**src/rtl/stg_pkg.sv**
```systemverilog
// ---------------------------------------------------------------------------
// stg_pkg
//   Shared playfield constants for the STG blocks (boss, player, player shots):
//   playfield size, boss and shot hitbox half-extents, colours, the signed
//   coordinate type used for bounds arithmetic and the hit-pulse FSM states.
//   No ports (package).
// ---------------------------------------------------------------------------
package stg_pkg;

  localparam int MAX_X = 384;
  localparam int MAX_Y = 448;

  // Boss hitbox relative to its centre: x in [bx-31, bx+32], y in [by-47, by+48]
  localparam int BOSS_HW_L = 31;
  localparam int BOSS_HW_R = 32;
  localparam int BOSS_HH_T = 47;
  localparam int BOSS_HH_B = 48;

  // Shot box relative to its anchor: x in [sx-1, sx+2], y in [sy-3, sy+4]
  localparam int SHOT_HW_L = 1;
  localparam int SHOT_HW_R = 2;
  localparam int SHOT_HH_T = 3;
  localparam int SHOT_HH_B = 4;

  // Horizontal offset of each shot in twin-shot mode
  localparam int DUAL_OFFSET = 8;

  localparam logic [11:0] RGB_BLACK  = 12'h000;
  localparam logic [11:0] RGB_YELLOW = 12'hFF0;

  // Box edges near 0 would wrap in 10-bit unsigned; compare in signed 12 bits
  typedef logic signed [11:0] coord_t;

  typedef enum logic [1:0] {
    HIT_IDLE,
    HIT_PULSE,
    HIT_GAP
  } hit_state_e;

  function automatic coord_t toCoord(input logic [9:0] v);
    return coord_t'({2'b00, v});
  endfunction

  // Closed intervals [aLo,aHi] and [bLo,bHi] share at least one point
  function automatic logic spanOverlap(input coord_t aLo, input coord_t aHi,
                                       input coord_t bLo, input coord_t bHi);
    return (aLo <= bHi) && (aHi >= bLo);
  endfunction

endpackage

```
**src/rtl/shot_slot.sv**
```systemverilog
// ---------------------------------------------------------------------------
// shot_slot
//   One bullet slot of the player shot pool. Holds active/sx/sy, moves the
//   shot up on a tick, retires it off the top or on a boss collision, accepts
//   a new shot on load_i and reports whether it covers the current pixel.
// Ports
//   clk_i, reset_i      clock, synchronous active-high reset
//   tick_i              movement tick
//   load_i              spawn a shot at (load_x_i, load_y_i)
//   boss_x_i/boss_y_i   boss centre;  boss_alive_i enables collisions
//   pix_x_i/pix_y_i     current VGA pixel
//   active_o            slot still occupied after this cycle's move/collide
//   hit_o               this slot collides with the boss on this tick
//   cover_o             live shot covers (pix_x_i, pix_y_i)
// ---------------------------------------------------------------------------
module shot_slot
  import stg_pkg::*;
#(
  parameter int SPEED = 4
) (
  input  logic       clk_i,
  input  logic       reset_i,
  input  logic       tick_i,
  input  logic       load_i,
  input  logic [9:0] load_x_i,
  input  logic [9:0] load_y_i,
  input  logic [9:0] boss_x_i,
  input  logic [9:0] boss_y_i,
  input  logic       boss_alive_i,
  input  logic [9:0] pix_x_i,
  input  logic [9:0] pix_y_i,
  output logic       active_o,
  output logic       hit_o,
  output logic       cover_o
);

  localparam logic [9:0] SPEED_V = 10'(SPEED);

  logic       active_q, active_d;
  logic [9:0] sx_q, sx_d;
  logic [9:0] sy_q, sy_d;

  logic       exitTop;
  logic [9:0] movedY;
  logic       overlap;
  coord_t     sxC, syC, myC, bxC, byC, pxC, pyC;

  // Move first, then collide using the moved position
  always_comb begin
    exitTop = sy_q < SPEED_V;
    movedY  = sy_q - SPEED_V;
    sxC     = toCoord(sx_q);
    syC     = toCoord(sy_q);
    myC     = toCoord(movedY);
    bxC     = toCoord(boss_x_i);
    byC     = toCoord(boss_y_i);
    pxC     = toCoord(pix_x_i);
    pyC     = toCoord(pix_y_i);
    overlap = spanOverlap(sxC - coord_t'(SHOT_HW_L), sxC + coord_t'(SHOT_HW_R),
                          bxC - coord_t'(BOSS_HW_L), bxC + coord_t'(BOSS_HW_R)) &&
              spanOverlap(myC - coord_t'(SHOT_HH_T), myC + coord_t'(SHOT_HH_B),
                          byC - coord_t'(BOSS_HH_T), byC + coord_t'(BOSS_HH_B));
    hit_o    = tick_i && active_q && !exitTop && boss_alive_i && overlap;
    active_o = active_q && !(tick_i && (exitTop || hit_o));
    cover_o  = active_q &&
               spanOverlap(pxC, pxC, sxC - coord_t'(SHOT_HW_L), sxC + coord_t'(SHOT_HW_R)) &&
               spanOverlap(pyC, pyC, syC - coord_t'(SHOT_HH_T), syC + coord_t'(SHOT_HH_B));
  end

  // A load only ever targets a slot that is free after move/collide
  always_comb begin
    active_d = active_o;
    sx_d     = sx_q;
    sy_d     = (tick_i && active_o) ? movedY : sy_q;
    if (load_i) begin
      active_d = 1'b1;
      sx_d     = load_x_i;
      sy_d     = load_y_i;
    end
  end

  always_ff @(posedge clk_i) begin
    if (reset_i) begin
      active_q <= 1'b0;
      sx_q     <= '0;
      sy_q     <= '0;
    end else begin
      active_q <= active_d;
      sx_q     <= sx_d;
      sy_q     <= sy_d;
    end
  end

endmodule

```
**src/rtl/player_shot_ctrl.sv**
```systemverilog
// ---------------------------------------------------------------------------
// player_shot_ctrl
//   Player shot pool: spawns bullets while fire is held (with a cooldown in
//   ticks), moves them upward each tick, counts boss hits and replays them as
//   spaced is_hit pulses. Also provides shot pixel coverage/colour to the mixer.
// Ports
//   clk, reset             clock, synchronous active-high reset
//   fire                   debounced fire level
//   player_x, player_y     player centre
//   boss_x, boss_y         boss centre;  boss_alive gates collisions/pulses
//   x, y                   current VGA pixel
//   shot_on, rgb_out       combinational shot coverage and colour
//   is_hit                 one-cycle pulse per hit, pulses at least 2 cycles apart
//   hit_count              saturating hit total since reset
// Build option
//   DUAL_SHOT_EN: each spawn loads two slots at player_x-8 and player_x+8
//   (left only when just one slot is free).
// ---------------------------------------------------------------------------
module player_shot_ctrl
  import stg_pkg::*;
#(
  parameter int          N_SHOTS  = 8,
  parameter int          SPEED    = 4,
  parameter int          TICK_MAX = 400000,
  parameter int          COOLDOWN = 6,
  parameter int          SPAWN_DY = 16,
  parameter logic [11:0] SHOT_RGB = 12'hFF0
) (
  input  logic        clk,
  input  logic        reset,
  input  logic        fire,
  input  logic [9:0]  player_x,
  input  logic [9:0]  player_y,
  input  logic [9:0]  boss_x,
  input  logic [9:0]  boss_y,
  input  logic        boss_alive,
  input  logic [9:0]  x,
  input  logic [9:0]  y,
  output logic        shot_on,
  output logic [11:0] rgb_out,
  output logic        is_hit,
  output logic [7:0]  hit_count
);

  localparam int TW = (TICK_MAX < 1) ? 1 : $clog2(TICK_MAX + 1);
  localparam int CW = (COOLDOWN < 1) ? 1 : $clog2(COOLDOWN + 1);
  localparam int IW = $clog2(N_SHOTS);
  localparam logic [9:0] SPAWN_DY_V = 10'(SPAWN_DY);

  logic [TW-1:0]      tickCnt_q, tickCnt_d;
  logic               tick;
  logic [CW-1:0]      cooldown_q, cooldown_d;
  logic [N_SHOTS-1:0] slotActive, slotHit, slotCover, slotLoad;
  logic               haveFirst;
  logic [IW-1:0]      firstIdx;
  logic               spawn;
  logic [9:0]         spawnY;
  logic [4:0]         newHits, hitTotal;
  logic [5:0]         hitSum;
  hit_state_e         state_q;
  logic [4:0]         pending_q;
  logic               isHit_q;
  logic [7:0]         hitCount_q;
`ifdef DUAL_SHOT_EN
  logic               haveSecond;
  logic [IW-1:0]      secondIdx;
  logic [9:0]         leftX, rightX;
`endif

  always_comb begin
    tick      = (tickCnt_q == TW'(TICK_MAX));
    tickCnt_d = tick ? '0 : tickCnt_q + 1'b1;
  end

  always_ff @(posedge clk) begin
    if (reset) tickCnt_q <= '0;
    else       tickCnt_q <= tickCnt_d;
  end

  // Lowest free slots, judged after this tick's retirements
  always_comb begin
    haveFirst = 1'b0;
    firstIdx  = '0;
`ifdef DUAL_SHOT_EN
    haveSecond = 1'b0;
    secondIdx  = '0;
`endif
    for (int i = 0; i < N_SHOTS; i++) begin
      if (!slotActive[i]) begin
        if (!haveFirst) begin
          haveFirst = 1'b1;
          firstIdx  = IW'(i);
        end
`ifdef DUAL_SHOT_EN
        else if (!haveSecond) begin
          haveSecond = 1'b1;
          secondIdx  = IW'(i);
        end
`endif
      end
    end
  end

  always_comb begin
    spawn  = tick && fire && (cooldown_q == '0) && haveFirst;
    spawnY = (player_y < SPAWN_DY_V) ? 10'd0 : player_y - SPAWN_DY_V;
`ifdef DUAL_SHOT_EN
    leftX  = (player_x < 10'(DUAL_OFFSET)) ? 10'd0 : player_x - 10'(DUAL_OFFSET);
    rightX = player_x + 10'(DUAL_OFFSET);
`endif
  end

  // A full pool leaves the cooldown untouched, so fire retries every tick
  always_comb begin
    cooldown_d = cooldown_q;
    if (tick) begin
      if (spawn)                   cooldown_d = CW'(COOLDOWN);
      else if (cooldown_q != '0)   cooldown_d = cooldown_q - 1'b1;
    end
  end

  always_ff @(posedge clk) begin
    if (reset) cooldown_q <= '0;
    else       cooldown_q <= cooldown_d;
  end

  for (genvar g = 0; g < N_SHOTS; g++) begin : g_slot
    logic       isFirst, isSecond;
    logic [9:0] loadX;
    assign isFirst = haveFirst && (firstIdx == IW'(g));
`ifdef DUAL_SHOT_EN
    assign isSecond = haveSecond && (secondIdx == IW'(g));
    assign loadX    = isSecond ? rightX : leftX;
`else
    assign isSecond = 1'b0;
    assign loadX    = player_x;
`endif
    assign slotLoad[g] = spawn && (isFirst || isSecond);

    shot_slot #(.SPEED(SPEED)) u_slot (
      .clk_i       (clk),
      .reset_i     (reset),
      .tick_i      (tick),
      .load_i      (slotLoad[g]),
      .load_x_i    (loadX),
      .load_y_i    (spawnY),
      .boss_x_i    (boss_x),
      .boss_y_i    (boss_y),
      .boss_alive_i(boss_alive),
      .pix_x_i     (x),
      .pix_y_i     (y),
      .active_o    (slotActive[g]),
      .hit_o       (slotHit[g]),
      .cover_o     (slotCover[g])
    );
  end

  // Hits of this tick merged with the backlog, saturating the 5-bit counter
  always_comb begin
    newHits = '0;
    for (int i = 0; i < N_SHOTS; i++) newHits = newHits + 5'(slotHit[i]);
    hitSum   = {1'b0, pending_q} + {1'b0, newHits};
    hitTotal = (hitSum > 6'd31) ? 5'd31 : hitSum[4:0];
  end

  // Pulse FSM: PULSE is always followed by a quiet cycle before the next hit
  always_ff @(posedge clk) begin
    if (reset) begin
      state_q    <= HIT_IDLE;
      pending_q  <= '0;
      isHit_q    <= 1'b0;
      hitCount_q <= '0;
    end else if (!boss_alive) begin
      state_q   <= HIT_IDLE;
      pending_q <= '0;
      isHit_q   <= 1'b0;
    end else begin
      case (state_q)
        HIT_PULSE: begin
          state_q   <= HIT_GAP;
          isHit_q   <= 1'b0;
          pending_q <= hitTotal;
        end
        default: begin
          if (hitTotal != '0) begin
            state_q   <= HIT_PULSE;
            isHit_q   <= 1'b1;
            pending_q <= hitTotal - 1'b1;
            if (hitCount_q != 8'hFF) hitCount_q <= hitCount_q + 1'b1;
          end else begin
            state_q   <= HIT_IDLE;
            isHit_q   <= 1'b0;
            pending_q <= '0;
          end
        end
      endcase
    end
  end

  assign is_hit    = isHit_q;
  assign hit_count = hitCount_q;
  assign shot_on   = |slotCover;
  assign rgb_out   = shot_on ? SHOT_RGB : RGB_BLACK;

endmodule

```
**config.mk**
```make
export PLATFORM = sky130hd
export DESIGN_NAME = player_shot_ctrl
export DESIGN_NICKNAME = d
export VERILOG_FILES = /design/src/rtl/stg_pkg.sv /design/src/rtl/shot_slot.sv /design/src/rtl/player_shot_ctrl.sv
export SDC_FILE = /design/constraint.sdc
export NUM_CORES = 1
export LEC_CHECK = 0
export ABC_AREA = 1
export CAP_MARGIN = 20
export CORE_MARGIN = 3
export CORE_UTILIZATION = 50
export CTS_CLUSTER_SIZE = 16
export DETAILED_ROUTE_END_ITERATION = 12
export PLACE_DENSITY = 0.77
export SETUP_SLACK_MARGIN = 0.5
export SYNTH_ARGS = -nofsm -noshare
export SYNTH_HDL_FRONTEND = slang
export SYNTH_SLANG_ARGS = --single-unit
```
**constraint.sdc**
```tcl
create_clock -name clk -period 18.45 [get_ports clk]
set_input_delay 3.69 -clock clk [delete_from_list [all_inputs] [get_ports clk]]
set_output_delay 3.69 -clock clk [all_outputs]
set_load 0.05 [all_outputs]
```
* Word-level counts from Yosys, hierarchy flattened
Index checks and enable logic that the tools add are counted.
** Word-level totals
- Register bits after elaboration :: 206
- Bits of input ports :: 64
** Operators by class
- Mux-type cells :: 56
- Reduce and logical (&&, ||, !) cells :: 174
- Add/subtract/negate cells :: 73
- Magnitude comparators :: 74
- Bitwise logic cells :: 2
- Eq/ne operators :: 10
** Operators with widths (number)
- $ge 11x12->1 :: 16
- $ge 12x12->1 :: 16
- $le 11x12->1 :: 16
- $le 12x12->1 :: 16
- $add 10x3->11 const B :: 16
- $sub 10x2->11 const B :: 16
- $mux 10 :: 17
- $logic_and 1x1->1 :: 131
- $add 10x2->11 const B :: 8
- $sub 10x1->11 const B :: 8
- $lt 10x3->1 const B :: 8
- $sub 10x3->10 const B :: 8
- $mux 3 :: 15
- $add 10x6->11 const B :: 2
- $add 19x1->19 const B :: 1
- $eq 19x19->1 const B :: 1
- $mux 1 :: 19
- $reduce_bool 2->1 :: 9
- $logic_not 1->1 :: 16
- $add 5x1->5 :: 3
- $mux 5 :: 3
- $eq 3x3->1 const B :: 4
- $mux 12 :: 1
- $sub 10x5->11 const B :: 1
- other kinds (27) :: 38

* Depth between registers and ports, before layout
- Depth after elaboration :: 28
- Depth in mapped cells :: 49

* Cells and area by module
A second synthesis with hierarchy kept.
** Second synthesis, totals
- Cell total of the unflattened synthesis :: 5970
- Area, all modules :: 39306.4 µm²
** Modules (own cells, without submodules)
- shot_slot at g_slot[1].u_slot ... :: area each 4553.1 µm², seq. area each 420.4 µm², times used 5, cells each 692
- shot_slot at g_slot[0].u_slot ... :: area each 4634.4 µm², seq. area each 420.4 µm², times used 2, cells each 704
- shot_slot at g_slot[7].u_slot :: area each 4546.9 µm², seq. area each 420.4 µm², times used 1, cells each 696
- player_shot_ctrl :: area each 2725.1 µm², seq. area each 740.7 µm², times used 1, cells each 406

* Least setup slack after synthesis
OpenSTA, ideal clock, no wires.
- Path type :: in2out
- Start point :: input x[0]
- End point :: output rgb_out[10]
- Path buffers :: 1
- Arrival :: 6.252 ns
- Required time :: 14.760 ns
- Setup slack :: 8.508 ns
- Stages :: 19
- Path through :: inv_1 -> ha_1 -> inv_1 -> nand2_1 -> a21oi_1 -> o21ai_0 -> nand2_1 -> a21boi_0 -> o21a_1 -> o21a_1 -> o21ai_0 -> nand2_1 -> a21oi_1 -> nand2_1 -> nand3_1 -> nand2_1 -> nor2_1 -> nand2_1 -> buf_4
** Between the ends
- Word-level cells in the longest chain between the ends :: 6
** Ends and longest elaborated chain
- start: declaration :: line player_shot_ctrl.sv:37 : input logic [9:0] x,
- $le 11x12->1 or $ge 11x12->1 (tied branches) :: line stg_pkg.sv:47 : return (aLo <= bHi) && (aHi >= bLo);
- $logic_and 1x1->1 :: line stg_pkg.sv:47
- $logic_and 1x1->1 :: line shot_slot.sv:65 : cover_o = active_q &&
- $logic_and 1x1->1 :: line shot_slot.sv:66 : spanOverlap(pxC, pxC, sxC - coord_t'(SHOT_HW_L), sxC + coord_t'(SHOT_HW_R)) &&
- $reduce_or 8->1 * :: line player_shot_ctrl.sv:202 : assign shot_on = |slotCover;
- via shot_on :: line player_shot_ctrl.sv:39 : output logic shot_on,
- $mux 12 * :: line player_shot_ctrl.sv:203 : assign rgb_out = shot_on ? SHOT_RGB : RGB_BLACK;
- end: declaration :: line player_shot_ctrl.sv:40 : output logic [11:0] rgb_out,
Mark *: on every way through the listed nets, which the timed path passes. The rest lies on a longest branch.

* Worst setup path after layout
- Start point :: input y[1]
- End point :: output rgb_out[4]
** Between the ends
- Word-level cells in the longest chain between the ends :: 5
** Ends and longest elaborated chain
- start: declaration :: line player_shot_ctrl.sv:38 : input logic [9:0] y,
- $le 11x12->1 or $ge 11x12->1 (tied branches) :: line stg_pkg.sv:47
- $logic_and 1x1->1 :: line stg_pkg.sv:47
- $logic_and 1x1->1 :: line shot_slot.sv:66
- $reduce_or 8->1 * :: line player_shot_ctrl.sv:202
- $mux 12 * :: line player_shot_ctrl.sv:203
Every way passes the cells marked *; elsewhere a longest branch is shown, timed or not.

==> out/qor.yml <==
overflow: 0
seqCellArea_um2: 4100
clk_pin_slew_ns: 0.05
cp.required_ns: 14.76
start_kind: "input pin"
first_pass_iters: 6
post_cts_buffers: 0
syn_area_per_cell_um2: 6.52
cts_max_level: 1
status: "completed"
r2r_cells: 44
drtIter0Drc: 2954
fin_skew_ns: 0.0254
cts_made_buffers: 29
vdd_drop_max_mv: 0.0653
multi_input_area_um2: 25700
cp.arrival_ns: 8.53
grt_pass1_vias: 31300
cts.path.max_buffers: 3
dp_hpwl_um: 81600
powerDensity_nw_per_um2: 37.2
leakage_nw: 19.3
path_class: "in2out"
cts_tree: "done"
setup_tns_ns: 0
via_per_inst: 5.61
drt-total-wl_um: 112000
finalCritPeriodShare_pct: 66.2
synth-main-ff-cell: "dfxtp_1"
endpoint: "rgb_out[4]"
fin_util_pct: 54.5
grt_pass1_wl_um: 171000
r2r_start: "g_slot[0].u_slot.sy_q[2]"
r2r_end: "hit_count[7]"
start_util_pct: 50.6
hold_path.class: "reg2reg"
grt_max_degree: 103
drv_cap: 0
slew_headroom_pct: 18.9
period_needed_ns: 12.22
drc: 0
hold_viol_final: 0
p_total_mw: 1.34
synth_area_um2: 33400
rsz0062_at_grt: "false"
synth.distinct_cells: 60
insertion_delay_ns: 0.60
routedWlPerCell_um: 18.4
synthCells: 5129
drive_gt1_share_pct: 4.60
antenna_found_initial: 3
synth_seq_cells: 205
io_pins: 86
cts_resized: 0
synth-edff-count: 0
track_usage_pct: 31.0
num_rows: 94
drv_slew: 0
die_area_um2: 70000
async_flop_share_pct: 0
setup_viol: 0
fin_nets: 5970
synth_warnings: 0
numPortBuffers: 81
cp-startpoint: "y[1]"
chipWidth_um: 265
hold_buffers: 0
cts_sinks: 205
globalplace.congestion: 0.961
max_freq_ghz: 0.0819
core-area_um2: 66000
fill_cells: 6410
clock-root-buffer: "clkbuf_16"
antenna_left: 0
path_max_fanout: 16
ys_seq_area_share_pct: 12.3
worst_pin_slew_ns: 1.21
route.vias.total: 34000
reg2reg_slack_ns: 10.25
die_h_um: 265
area_growth_pct: 7.71
crit_path_end_kind: "primary output"
## cell families (layout without fill, tap and decap cells)
family	count (synthesis)	count (layout)	share of synthesized area, %
xor gates and xnor gates	330	330	8.72
and+or+nand+nor	2216	2216	28.4
buffers and inverters	900	965	10.8
adders and majority gates	730	730	27.4
AOI/OAI and AO/OA	747	747	12.4
DFF	205	205	12.3
other	1	11	0.0112
## routing by layer
layer	vias to the layer above	global-route usage, %	share of wire (%)	wire length [um]
met1	15400	39.7	42	46400
met2	1435	48.6	42	46700
met4	4	18.6	6.8	7610
met3	411	5.43	9.8	10900
met5	-	0	0.018	20
li1	16800	-	-	-
## placed cells by master (no fill, tap or decap), types with 6 or more instances in the layout
cell / n
nand3_1: 198
a21o_1: 16
xnor2_1: 42
clkbuf_1: 7
nand3_4: 7
clkinv_2: 9
or2_2: 8
o21bai_1: 20
clkinv_1: 8
nor3_1: 107
nand3b_1: 11
nand3_2: 10
o21a_1: 43
o221ai_1: 16
clkbuf_16: 29
a21oi_1: 372
dfxtp_1: 205
ha_1: 725
diode_2: 7
nand4_1: 83
nand2_2: 43
a21boi_0: 12
nor2_4: 10
nor4_1: 14
xor2_1: 285
buf_4: 46
nor3_2: 6
o21ai_1: 17
o21ai_0: 217
nor2_1: 541
clkdlybuf4s50_1: 80
nor2_2: 21
inv_1: 750
inv_2: 22
nand2_1: 1143
## Yosys cell counts, types with 6 or more instances
library cell  number  share of area (%)
a21boi_0          12               0.27
xor2_1           285                7.5
clkbuf_1          43               0.48
nor2_2            21               0.39
dfxtp_1          205                 12
nor4_1            14               0.26
nor2_4            10               0.34
or2_2              8               0.15
xnor2_1           42                1.1
a21oi_1          372                5.6
nand2_2           43               0.81
nor2_1           541                6.1
o21bai_1          20               0.45
buf_6             10               0.34
o221ai_1          16               0.42
o21ai_0          218                3.3
nand3_2           10               0.30
a21o_1            16               0.36
nor3_1           107                1.6
o21ai_1           17               0.25
nand3_1          198                3.0
nand4_1           83                1.6
nor3_2             6               0.18
o21a_1            43               0.97
buf_2             34               0.51
inv_1            751                8.4
nand3_4            7               0.37
inv_2             22               0.25
ha_1             725                 27
clkinv_1           8              0.090
nand2_1         1143                 13
buf_4             23               0.52
nand3b_1          11               0.25
## layout make-up
| cell class | instances | area share [%] |
|---|---|---|
| Clock buffer | 40 | 2.24 |
| Multi-Input combinational cell | 4027 | 71.5 |
| Tap cell | 864 | 3.00 |
| Clock inverter | 12 | 0.313 |
| Timing Repair Buffer | 128 | 3.27 |
| Sequential cell | 205 | 11.4 |
| Inverter | 785 | 8.22 |
| Antenna cell | 7 | 0.0487 |
## registers in the layout, indices dropped and copies added, names as in the netlist
signal,count
g_slot.u_slot.sx_q,80
state_q,1
pending_q,5
tickCnt_q,19
g_slot.u_slot.active_q,8
hit_count,8
g_slot.u_slot.sy_q,80
is_hit,1
cooldown_q,3
## critical path: stages
cell and delay (ns):
clkdlybuf4s50_1 1.06, ha_1 0.63, a21oi_1 0.06, o21ai_0 0.13, a21oi_1 0.08, o21bai_1 0.12, a21oi_1 0.08, o21bai_1 0.13
a21oi_1 0.08, o21ai_0 0.75, nand4_1 0.37, nand2_1 0.16, nor2_1 0.06, nand2_1 0.24, clkdlybuf4s50_1 0.87
## stage by stage
step                      instances  area, um2  hold WS, ns  setup WS, ns
after floorplan                5132      33400        0.430          8.51
after global placement         6008      35000        0.447          6.44
after detailed placement       6008      35000        0.456          6.43
after CTS                      6060      35900        0.464          6.43
after global routing           6065      36000        0.483          6.18
final                          6068      36000        0.460          6.23
## worst min-delay path by stage
| stage | slack, ns | cells after the start | from | endpoint |
|---|---|---|---|---|
| floorplan | 0.43 | 1 | tickCnt_q[0] | tickCnt_q[0] |
| global placement | 0.45 | 1 | tickCnt_q[0] | tickCnt_q[0] |
| detailed placement | 0.46 | 2 | cooldown_q[0] | cooldown_q[0] |
| CTS | 0.46 | 2 | cooldown_q[0] | cooldown_q[0] |
| global route | 0.48 | 1 | tickCnt_q[0] | tickCnt_q[0] |
| finish | 0.46 | 2 | cooldown_q[0] | cooldown_q[0] |
## where the power goes
group	switching, mW	leakage, nW	internal [mW]
clock	0.240	0.458	0.330
combinational	0.218	17.2	0.108
sequential	0.000489	1.65	0.443
total	0.458	19.3	0.881
Power figures use the tool's default switching activity.
